$ cat config.mk
export PLATFORM = sky130hd
export DESIGN_NAME = mem_req_arbiter
export DESIGN_NICKNAME = d
export VERILOG_FILES = /design/src/rtl/mem_req_arbiter.sv
export SDC_FILE = /design/constraint.sdc
export NUM_CORES = 1
export LEC_CHECK = 0
export CAP_MARGIN = 20
export CORE_AREA = 2 2 109 111
export DETAILED_ROUTE_END_ITERATION = 8
export DIE_AREA = 0 0 111 113
export DONT_BUFFER_PORTS = 1
export PLACE_DENSITY_LB_ADDON = 0.15
export SLEW_MARGIN = 20
export SYNTH_ARGS = -nofsm -noshare
export SYNTH_HDL_FRONTEND = slang
export SYNTH_SLANG_ARGS = --single-unit
$ cat constraint.sdc
create_clock -name clk -period 1.5 [get_ports clk]
set_input_delay 0.3 -clock clk [delete_from_list [all_inputs] [get_ports clk]]
set_output_delay 0.3 -clock clk [all_outputs]
set_load 0.02 [all_outputs]
$ cat src/rtl/mem_req_arbiter.sv
// Fetch/load-store arbiter onto one single-ported memory bus, one outstanding txn.
// Optional MEM_ARB_PERF_EN adds accept and stall performance counters.
module mem_req_arbiter #(
  parameter int ADDR_WIDTH = 32,
  parameter int DATA_WIDTH = 32
) (
  input  logic                    clk,
  input  logic                    rst,
  input  logic [ADDR_WIDTH-1:0]   inst_req_addr,
  input  logic                    inst_req_valid,
  output logic                    inst_req_ready,
  output logic [DATA_WIDTH-1:0]   inst_rdata,
  output logic                    inst_rvalid,
  input  logic                    inst_rready,
  input  logic [ADDR_WIDTH-1:0]   data_addr,
  input  logic                    data_rd,
  input  logic                    data_wr,
  input  logic [DATA_WIDTH-1:0]   data_wdata,
  input  logic [DATA_WIDTH/8-1:0] data_wstrb,
  output logic                    data_req_ready,
  output logic [DATA_WIDTH-1:0]   data_rdata,
  output logic                    data_rvalid,
  input  logic                    data_rready,
  output logic [ADDR_WIDTH-1:0]   mem_addr,
  output logic                    mem_wen,
  output logic [DATA_WIDTH-1:0]   mem_wdata,
  output logic [DATA_WIDTH/8-1:0] mem_wstrb,
  output logic                    mem_req_valid,
  input  logic                    mem_req_ready,
  input  logic [DATA_WIDTH-1:0]   mem_rdata,
  input  logic                    mem_rvalid,
  output logic                    mem_rready
`ifdef MEM_ARB_PERF_EN
  ,
  output logic [31:0]             perf_inst_cnt,
  output logic [31:0]             perf_data_cnt,
  output logic [31:0]             perf_wait_cnt
`endif
);

  localparam int SW = DATA_WIDTH / 8;
  localparam logic [ADDR_WIDTH-1:0] LOW_MASK = ADDR_WIDTH'(3);

  typedef enum logic [3:0] {
    IDLE    = 4'b0001,
    ISSUE   = 4'b0010,
    WAIT    = 4'b0100,
    DELIVER = 4'b1000
  } state_t;

  state_t state;
  logic   tag_data;
  logic   data_req;
  logic   data_acc;
  logic   inst_acc;
  logic   in_idle;
  logic   rsp_ack;

  assign in_idle  = (state == IDLE);
  assign data_req = data_rd | data_wr;

  // Data wins a tie; the fetch sees ready only when no data request exists.
  assign data_req_ready = in_idle & data_req;
  assign inst_req_ready = in_idle & ~data_req & inst_req_valid;

  assign data_acc = data_req_ready & data_req;
  assign inst_acc = inst_req_ready & inst_req_valid;

  assign rsp_ack = tag_data ? data_rready : inst_rready;

  always_ff @(posedge clk) begin
    if (rst) begin
      state         <= IDLE;
      tag_data      <= 1'b0;
      mem_addr      <= '0;
      mem_wen       <= 1'b0;
      mem_wdata     <= '0;
      mem_wstrb     <= '0;
      mem_req_valid <= 1'b0;
      mem_rready    <= 1'b0;
      inst_rdata    <= '0;
      inst_rvalid   <= 1'b0;
      data_rdata    <= '0;
      data_rvalid   <= 1'b0;
    end else begin
      unique case (state)
        IDLE: begin
          if (data_acc) begin
            mem_addr      <= data_addr & ~LOW_MASK;
            mem_wen       <= data_wr;
            mem_wdata     <= data_wdata;
            mem_wstrb     <= data_wr ? data_wstrb : SW'(0);
            tag_data      <= 1'b1;
            mem_req_valid <= 1'b1;
            state         <= ISSUE;
          end else if (inst_acc) begin
            mem_addr      <= inst_req_addr & ~LOW_MASK;
            mem_wen       <= 1'b0;
            mem_wdata     <= '0;
            mem_wstrb     <= '0;
            tag_data      <= 1'b0;
            mem_req_valid <= 1'b1;
            state         <= ISSUE;
          end
        end
        ISSUE: begin
          if (mem_req_ready) begin
            mem_req_valid <= 1'b0;
            if (mem_wen) begin
              state <= IDLE;
            end else begin
              mem_rready <= 1'b1;
              state      <= WAIT;
            end
          end
        end
        WAIT: begin
          if (mem_rvalid) begin
            mem_rready <= 1'b0;
            if (tag_data) begin
              data_rdata  <= mem_rdata;
              data_rvalid <= 1'b1;
            end else begin
              inst_rdata  <= mem_rdata;
              inst_rvalid <= 1'b1;
            end
            state <= DELIVER;
          end
        end
        DELIVER: begin
          if (rsp_ack) begin
            inst_rvalid <= 1'b0;
            data_rvalid <= 1'b0;
            state       <= IDLE;
          end
        end
        default: begin
          mem_req_valid <= 1'b0;
          mem_rready    <= 1'b0;
          inst_rvalid   <= 1'b0;
          data_rvalid   <= 1'b0;
          state         <= IDLE;
        end
      endcase
    end
  end

`ifdef MEM_ARB_PERF_EN
  logic stall;

  assign stall = ((state == ISSUE) & ~mem_req_ready) |
                 ((state == WAIT) & ~mem_rvalid);

  always_ff @(posedge clk) begin
    if (rst) begin
      perf_inst_cnt <= '0;
      perf_data_cnt <= '0;
      perf_wait_cnt <= '0;
    end else begin
      if (inst_acc & ~data_acc) perf_inst_cnt <= perf_inst_cnt + 32'd1;
      if (data_acc)             perf_data_cnt <= perf_data_cnt + 32'd1;
      if (stall)                perf_wait_cnt <= perf_wait_cnt + 32'd1;
    end
  end
`endif

endmodule

Word-level counts from Yosys, hierarchy flattened
Index checks and enable logic that the tools add are counted.
W data, S select, Z words.
{"block": "word_totals", "ff_bits": 142, "input_bits": 141, "mem_bits_ro": 0, "latchBits": 0, "ramBits": 0, "memories": 0}
{"block": "classes", "n_reduce_logical": 12, "addsub": 0, "div_mod_pow": 0, "shift": 0, "bitwise": 11, "multipliers": 0, "n_lt_le_gt_ge": 0, "n_mux": 33, "eq_ne": 11}
{"operator": "$mux W32", "n": 4}
{"operator": "$mux W4", "n": 8}
{"operator": "$pmux W4 S4", "n": 1}
{"operator": "$reduce_and A4 Y1", "n": 4}
{"operator": "$mux W1", "n": 15}
{"operator": "$ne A2 B2 Y1 const B", "n": 6}
{"operator": "$pmux W1 S3", "n": 4}
{"operator": "$reduce_and A3 Y1", "n": 3}
{"operator": "$reduce_or A2 Y1", "n": 3}
{"operator": "$and A1 B1 Y1", "n": 5}
{"operator": "$not A1 Y1", "n": 5}
{"operator": "$eq A4 B1 Y1 const B", "n": 1}
{"operator": "$eq A4 B2 Y1 const B", "n": 1}
{"operator": "$eq A4 B3 Y1 const B", "n": 1}
{"operator": "$eq A4 B4 Y1 const B", "n": 1}
{"operator": "$mux W3", "n": 1}
{"operator": "$ne A3 B3 Y1 const B", "n": 1}
{"operator": "$reduce_and A2 Y1", "n": 1}
{"operator": "$reduce_bool A2 Y1", "n": 1}
{"operator": "$or A1 B1 Y1", "n": 1}

Longest topological paths before layout
Gate-level depths: netlist of run 1.
{"block": "depth", "depth_word": 8, "depth_mapped": 7, "ltp_nobuf": 4}

Worst setup path after synthesis of run 1
OpenSTA, ideal clock, no wires.
{"block": "synth_timing", "kind": "flip-flop to output port", "start": "register state[1]", "end": "output port inst_req_ready", "stages_incl_launch_ff": 5, "arrival_ns": 1.414, "path_buffers": 1, "t_required_ns": 1.200, "path_slack_ns": -0.214, "cell_sequence": "dfxtp_1 > buf_2 > nor4b_4 > nand2_1 > nor3_1"}
{"block": "synth_between", "elab_chain_len": 3}
{"element": "start, declared", "line": "51", "source": "state_t state;"}
{"element": "start signal, assigned", "line": "73", "source": "state <= IDLE;"}
{"element": "start signal, assigned", "line": "95", "source": "state <= ISSUE;"}
{"element": "start signal, assigned", "line": "103", "source": "state <= ISSUE;"}
{"element": "$eq A4 B1 Y1", "line": "59", "source": "assign in_idle = (state == IDLE);"}
{"element": "$and A1 B1 Y1 (2 in a row)", "line": "64", "source": "assign inst_req_ready = in_idle & ~data_req & inst_req_valid;"}
{"element": "end, declared", "line": "11", "source": "output logic inst_req_ready,"}
No other way between the ends.

Worst setup path after layout of run 1
Same ends and word-level chain as after synthesis.

==> impl.org, run 1 <==
** GRT
- Overall Global Routing Usage :: 25.8%
- The via count of the first global-routing pass came to 4737.
- Pin count of the biggest net entering global routing :: 141
- The number of antenna violations at the first check in global routing was 0.
- Wire length of the first global-routing pass :: 25.5 mm
- Total grt overflow :: 0

** Flow run
- Number of max-cap violations :: 0

** Synthesis
- In the synthesized netlist the dominant register cell turns out to be dfxtp_1.
- Each instance of the synthesized netlist takes up on average 8.69 um^2.
- The synthesized netlist occupies a cell area of 5290 um^2.
- Share of synthesized area occupied by flip-flops and latches :: 53.0%
- Warning count from the yosys run :: 0
- Post-Syn Instances :: 608
- FFs w/ async S/R, synth :: 0%
- Number of synthesized flops with an enable pin :: 0
- Post-synth cell types :: 33
- In this run, synthesis produced a sequential element count of 140.

** STA
- Of the available clock period, the critical path in the final layout requires 136%.
- Min Tclk post-route :: 2040 ps
- The final number of hold-violating endpoints is 15.
- Worst hold slack after final layout :: -26.3 ps
- Setup violators final :: 141
- Final count of pins violating max slew :: 0
- Clock Skew :: 12.4 ps
- Based on the critical path, the design can be clocked at up to 491 MHz.
- For the final routed database, the setup TNS stands at -34150 ps.
- Setup repair after global routing missed its margin :: yes
- Across all setup checks in the final design, the least slack found is -538 ps.

** Final layout
- Syn-to-layout area delta :: 58.8%
- Commonest cells after routing, fill and taps aside :: 138 x dfxtp_1, 71 x nor2_1, 66 x nand2_1
- In the final design database the tool counted 810 nets.
- Cells with a size suffix above 1 make up 47.2% of the layout.
- Most common library cell in the layout ignoring fill and taps :: dfxtp_1
- Count of antenna diodes in the layout :: 0

** Routing
- Wire length on met3 :: 1.89 mm
- M1 WL :: 6.94 mm
- Detailed routing inserted a total of 4840 vias.
- For this run, the detailed router's first-pass iteration total came to 6.
- After detailed routing, the average wire length per cell comes to 22.8 um.
- For this run, design rule violations remaining after detail routing come to 0.
- In this run the remaining antenna-violating nets after routing total 0.
- Final WL :: 18.8 mm
- Average vias per placed instance :: 5.87
- Metal2 WL :: 9.50 mm
- For this block, the initial DRC count from the detailed router was 373.
- Highest metal layer with signal wires :: met4

** Placed design
- Timing analysis after detailed placement gives a worst setup slack of -218 ps.
- At the end of routability-driven placement, the weighted congestion stood at 0.813.
- In this run the tool buffered the top-level ports with 0 buffer cells.
- Final HPWL DP :: 9.05 mm

** Critical path
- For this run, the slowest stage of the critical path takes 350 ps.
- The critical path crosses 5 cells after its start point.
- Type of destination of the critical path :: primary output
- Startpoint types :: flop
- Traced cell by cell, the critical path runs through nor4b_4 -> buf_4 -> nand2_1 -> nor3_2 -> buf_4.
- In this design, the critical path's most frequently occurring cell is buf_4.
- Among all stages on the critical path, the largest delay is contributed by dfxtp_4.
- Measured in cells, the most critical reg-to-reg path has a length of 8.
- CP Class :: reg -> out
- In this run the register-to-register setup slack is -410 ps.
- Data arrival at the endpoint of the critical path :: 1740 ps
- The cell family contributing the most delay on the critical path is simple AND/OR/NAND/NOR gates.
- In this run the worst path has a maximum fanout of 3.
- Data on the critical path is required at its endpoint by 1200 ps.
- Together, buffers and inverters on the worst path number 2.

** Run status
- The checks that failed: hold timing, setup timing.
- The flow ran to the end, but the final reports show violations.

** Min path
- Worst min-delay path class :: in -> reg
- Counting instances, the worst hold path has a depth of 1.

** CTS
- Clock transition at the register clock pins on the worst setup and hold paths after CTS :: 60 ps
- TritonCTS clock tree :: done
- Clk_lat worst skew :: 410 ps
- CTS built an H-tree with a depth of 4.
- In this run, CTS created clock tree buffers numbering 17.
- CTS saw 140 sinks.
- Root buffer cell :: clkbuf_16
- CTS Buffer Depth :: 2

** Power and ir drop
- In this run the power density over the cells is 1580 nW/um^2.
- Maximum vdd ir drop :: 1290 uV
- In this run the static leakage power is 0.00310 uW.

** Floorplanning
- Num ports :: 280
- Row generation in the floorplan step produced 39 rows.
- From left edge to right edge, the die measures 111 um.
- Once the floorplan was initialized, standard cells occupied 46.9% of the core.
- Die ar. :: 12500 um^2
- Measured along the y axis, the die boundary spans 113 um.
- The core region is 11300 um^2.
where the power goes:
part	internal [uW]	total, uW	switching (uW)
clock	2610	4270	1660
sequential	4110	4890	782
combinational	2390	4070	1680
total	9110	13200	4110
stage by stage:
step | utilization [%] | hold WS (ps) | cells | instance area (um^2) | power [uW]
3_3_place_gp | 49.1 | 383 | 731 | 5540 | 6500
3_5_place_dp | 49.1 | 383 | 731 | 5540 | 6560
4_1_cts | 65.9 | -54.1 | 812 | 7420 | 12400
5_1_grt | 74.4 | -43.7 | 825 | 8390 | 13600
2_1_floorplan | - | 436 | 609 | 5350 | 6240
6_report | 74.4 | -26.3 | 825 | 8390 | 13200
cell usage after synthesis (2+ instances only):
library cell / n / area, um^2
a31oi_1: 3 / 18.8
dfxtp_1: 140 / 2800
nand2b_1: 4 / 25.0
a21oi_1: 70 / 350
a211oi_1: 31 / 233
a211o_1: 2 / 17.5
clkbuf_1: 32 / 120
nor2b_1: 2 / 12.5
nor2_1: 73 / 274
nor3_1: 4 / 20.0
buf_8: 2 / 30.0
mux2i_1: 32 / 320
nand3_1: 2 / 10.0
buf_2: 15 / 75.1
nor4b_1: 2 / 17.5
buf_6: 2 / 22.5
nand2_1: 134 / 503
a22oi_1: 36 / 270
nor3b_1: 2 / 15.0
o21ai_0: 4 / 20.0
buf_4: 2 / 15.0
inv_1: 3 / 11.3
path summary, 6_finish.rpt:
path                           start                   endpoint
max            state[1]$_SDFFE_PP0P_             inst_req_ready
min reg2reg  mem_rready$_SDFFE_PP0P_    mem_rready$_SDFFE_PP0P_
max reg2reg    state[1]$_SDFFE_PP0P_  mem_addr[12]$_SDFFE_PP0P_
min                              rst  mem_addr[30]$_SDFFE_PP0P_
cells by family after synthesis:
| logic type | after synthesis | synth area share (%) |
|---|---|---|
| AO/OA/AOI/OAI | 149 | 17.7 |
| buffers and inverters | 56 | 5.18 |
| flip-flops | 140 | 53.0 |
| multiplexers | 32 | 6.06 |
| other | 1 | 0.0710 |
| AND/OR/NAND/NOR | 230 | 18.0 |
final cells by class:
type	instances	area, um^2
clock buffers	17	425
fillers	733	2880
multi-input cells	413	3230
inverters	3	11.3
flip-flops and latches	140	2810
clock inverters	15	174
repair buffers	94	1560
well taps	143	179
worst reg2reg max path, stage by stage (launching register included):
cell,delay [ps]
dfxtp_4,350
nor4b_4,350
buf_4,170
o21a_4,160
buf_8,130
buf_6,130
buf_16,150
mux2i_1,240
a211oi_1,100
sequential cells by signal, indices dropped and copies added (netlist names), 4 cells and up:
register    count
inst_rdata     32
state           4
data_rdata     32
mem_wdata      32
mem_addr       30
mem_wstrb       4
layer usage:
| layer | vias to the layer above | global-route usage [%] |
|---|---|---|
| met3 | 38 | 9.53 |
| li1 | 2224 | - |
| met5 | - | 0 |
| met1 | 2305 | 30.4 |
| met4 | 0 | 7.17 |
| met2 | 273 | 44.4 |
what timing repair did:
item                                   in CTS  in global routing
cloned                                     26                  7
endpoints found under the hold margin     135                135
setup endpoints to repair                 140                142
pin swaps                                  33                 66
gates resized for setup                    99                206
setup buffers                              24                 14
Power figures use the tool's default switching activity.
==> inputs of run 2 (changes only) <==
TNS_END_PERCENT = 1   (was default)
==> run 2 against run 1 <==
Against the previous run:
- the run still ends with hold timing, setup timing left
- total power fell by 15%
- global-route usage is 4.8 points lower
- non-clock buffer count shrank 55
- combinational power decreased by 54%
- via count shrank 12%
- first-iteration DRC count shrank 24%
- clock skew rose by 6.4 ps
- sequential share of layout area is 9.5 points higher
- count of clock-buffer cells in the layout up 1
- clock power grew 6.6%
- die area stayed put
- sequential power is 1% lower
==> impl.org, run 2 (synthesized netlist as in run 1, its figures left out) <==
** Final layout
- Post-layout net count :: 755 (-6.8%)
- The fraction of layout cells with a size suffix above 1 was 20.1% (-27 points).
- The number of inserted diodes came to 0 (unchanged).
- Syn-to-layout area delta :: 23.4%
- The count of placed standard cells in the final layout, fillers left out is 770 (-6.7%).
- Design Area, Final :: 6520 um^2 (-22%)
- Number of filler cells placed in the layout :: 980 (+34%)
- Commonest cells after routing, fill and taps aside :: 137 x dfxtp_1, 132 x nand2_1, 73 x nor2_1
- Most common library cell in the layout ignoring fill and taps :: dfxtp_1
- Biggest registers after layout :: data_rdata x32, inst_rdata x32, mem_wdata x32

** GRT
- Initial antenna violation count :: 0 (unchanged)
- Number of global-route vias before repair :: 4183 (-12%)
- Wire length of the first global-routing pass :: 21.1 mm (-17%)
- Overall Global Routing Usage :: 20.9% (-4.8 points)
- Pin count of the biggest net entering global routing :: 141 (unchanged)
- Total grt overflow :: 0 (unchanged)

** STA
- The maximum clock rate was 526 MHz (+7.3%).
- The worst setup skew after layout was 18.9 ps (+6.42 ps).
- Setup repair after global routing could not meet its margin everywhere.
- Post-layout worst setup margin :: -400 ps (+138 ps)
- Hold Violations, Final :: 3 (-12)
- The final max-slew violation count came to 0 (unchanged).
- Worst hold slack after final layout :: -21.6 ps (+4.67 ps)
- The final worst-path cycle share is 127% (-9.2 points).
- The final critical path time including I/O delays and setup is 1900 ps (-138 ps).
- The number of failing setup endpoints in the final timing report came to 127 (-9.9%).

** Floorplanning
- The top-level I/O count is 280 (unchanged).
- The die area was 12500 um^2 (unchanged).
- The number of core rows is 39 (unchanged).
- The chip width is 111 um (unchanged).
- Die H :: 113 um (unchanged)
- The starting density of the core came to 46.9% (unchanged).
- The total core area was 11300 um^2 (unchanged).

** Min path
- The path class of the tightest hold or removal check is in -> reg.

** Power and ir drop
- The largest vdd supply drop was 806 uV (-38%).
- The total power divided by cell area came to 1720 nW/um^2 (+9.4%).
- The leakage power summed over all cells is 0.00236 uW (-24%).

** Routing
- The total vias in the final route came to 4272 (-12%).
- The detailed-route wire length is 13.6 mm (-28%).
- Number of remaining DRC errors :: 0 (unchanged)
- TritonRoute pass-1 iters :: 4 (-2)
- Number of nets still failing antenna checks after routing :: 0 (unchanged)
- The number of vias per cell after detailed routing was 5.55 (-5.4%).
- The routed length per instance was 17.7 um (-22%).
- The number of DRC markers in iteration 0 came to 285 (-24%).

** Critical path
- The worst setup path is of the reg -> out kind.
- Data arrival at the endpoint of the critical path :: 1600 ps (-140 ps)
- Startpoint types :: flop
- Type of destination of the critical path :: primary output
- The peak fanout along the critical path came to 3 (unchanged).
- The required time reported for the critical path endpoint is 1200 ps (about the same).

** CTS
- The clock-pin slew on the worst setup and hold paths is 60 ps (about the same).
- The cell sitting at the root of the clock tree is a clkbuf_16.
- Clock sink count :: 140 (unchanged)
- The maximum count of clock buffers along a single path came to 2 (unchanged).
- Maximum level of the CTS H-tree :: 4 (unchanged)
- Clk_lat worst skew :: 410 ps (about the same)
- TritonCTS buffer count :: 17 (unchanged)
- TritonCTS clock tree :: done

** Placed design
- Cell Count Post-Placement :: 735 (+0.55%)
- The placed wire-length estimate after detailed placement was 9.16 mm (+1.2%).
- The placer congestion estimate came to 0.823 (+1.1%).
- The placement-stage cell area came to 5580 um^2 (+0.68%).
- Port buffer count :: 0 (unchanged)
- The post-placement setup slack was -200 ps (+17.8 ps).

** Flow run
- The reported max-cap violation count came to 0 (unchanged).

** Run status
- Outcome :: finished, violations left
- Violations in the final reports :: hold timing, setup timing
## run 2: changes by cell type in the layout (fill, tap and decap cells not counted), sizes merged, moves of 2 or more
cell,change
buf,-47
bufinv,+2
clkinvlp,-5
clkbuf,-6
## run 2: per-stage QoR
stage | utilization (%) | power, uW | setup TNS [ps]
5_1_grt | 57.9 | 11800 | -22550
3_5_place_dp | 49.5 | 6570 | -12240
6_report | 57.9 | 11200 | -10490
2_1_floorplan | - | 6170 | -17840
3_3_place_gp | 49.5 | 6510 | -6680
4_1_cts | 56.4 | 11300 | -7710
## run 2: area by class of cell
| type | instances | area [um^2] | share of cell area [%] |
|---|---|---|---|
| flip-flops and latches | 140 | 2810 | 43.0 |
| multi-input cells | 413 | 2450 | 37.6 |
| clock buffers | 18 | 429 | 6.58 |
| repair buffers | 39 | 427 | 6.54 |
| clock inverters | 14 | 218 | 3.34 |
| well taps | 143 | 179 | 2.74 |
| inverters | 3 | 11.3 | 0.173 |
## run 2: final timing paths
check                             startpoint                         end  slack, ps  cells after the start
setup / recovery       state[3]$_SDFFE_PP0P_              inst_req_ready       -400                      5
hold / removal                           rst   mem_addr[12]$_SDFFE_PP0P_        -20                      1
setup reg to reg       state[3]$_SDFFE_PP0P_   mem_addr[18]$_SDFFE_PP0P_       -230                      6
hold reg to reg   inst_rdata[4]$_SDFFE_PP0P_  inst_rdata[4]$_SDFFE_PP0P_        550                      2
## run 2: timing repair
action                                 4_1_cts  5_1_grt
setup endpoints to repair                  137      141
buffers inserted                             3        0
endpoints found under the hold margin      135      135
gates resized for setup                     29       40
pin swaps                                   15        4
## run 2: power by group
part	internal, uW	leakage [uW]	switching (uW)
registers	4110	0.00114	736
clock network	2960	0.000319	1580
logic	915	0.000902	943
## run 2: per-layer routing
layer	part of all wire, %	global-route usage (%)	vias to the layer above
li1	-	-	2083
met1	38	23.6	1988
met2	52	35.6	193
met3	9.4	9.48	8
met4	0.88	6.75	0
met5	0	0	-
## run 2: critical path, cell delays in order, from the launching register on
cell and delay (ps):
dfxtp_2 340, nor4b_4 330, buf_4 180, nand2_4 50, nor3_4 140, buf_6 150
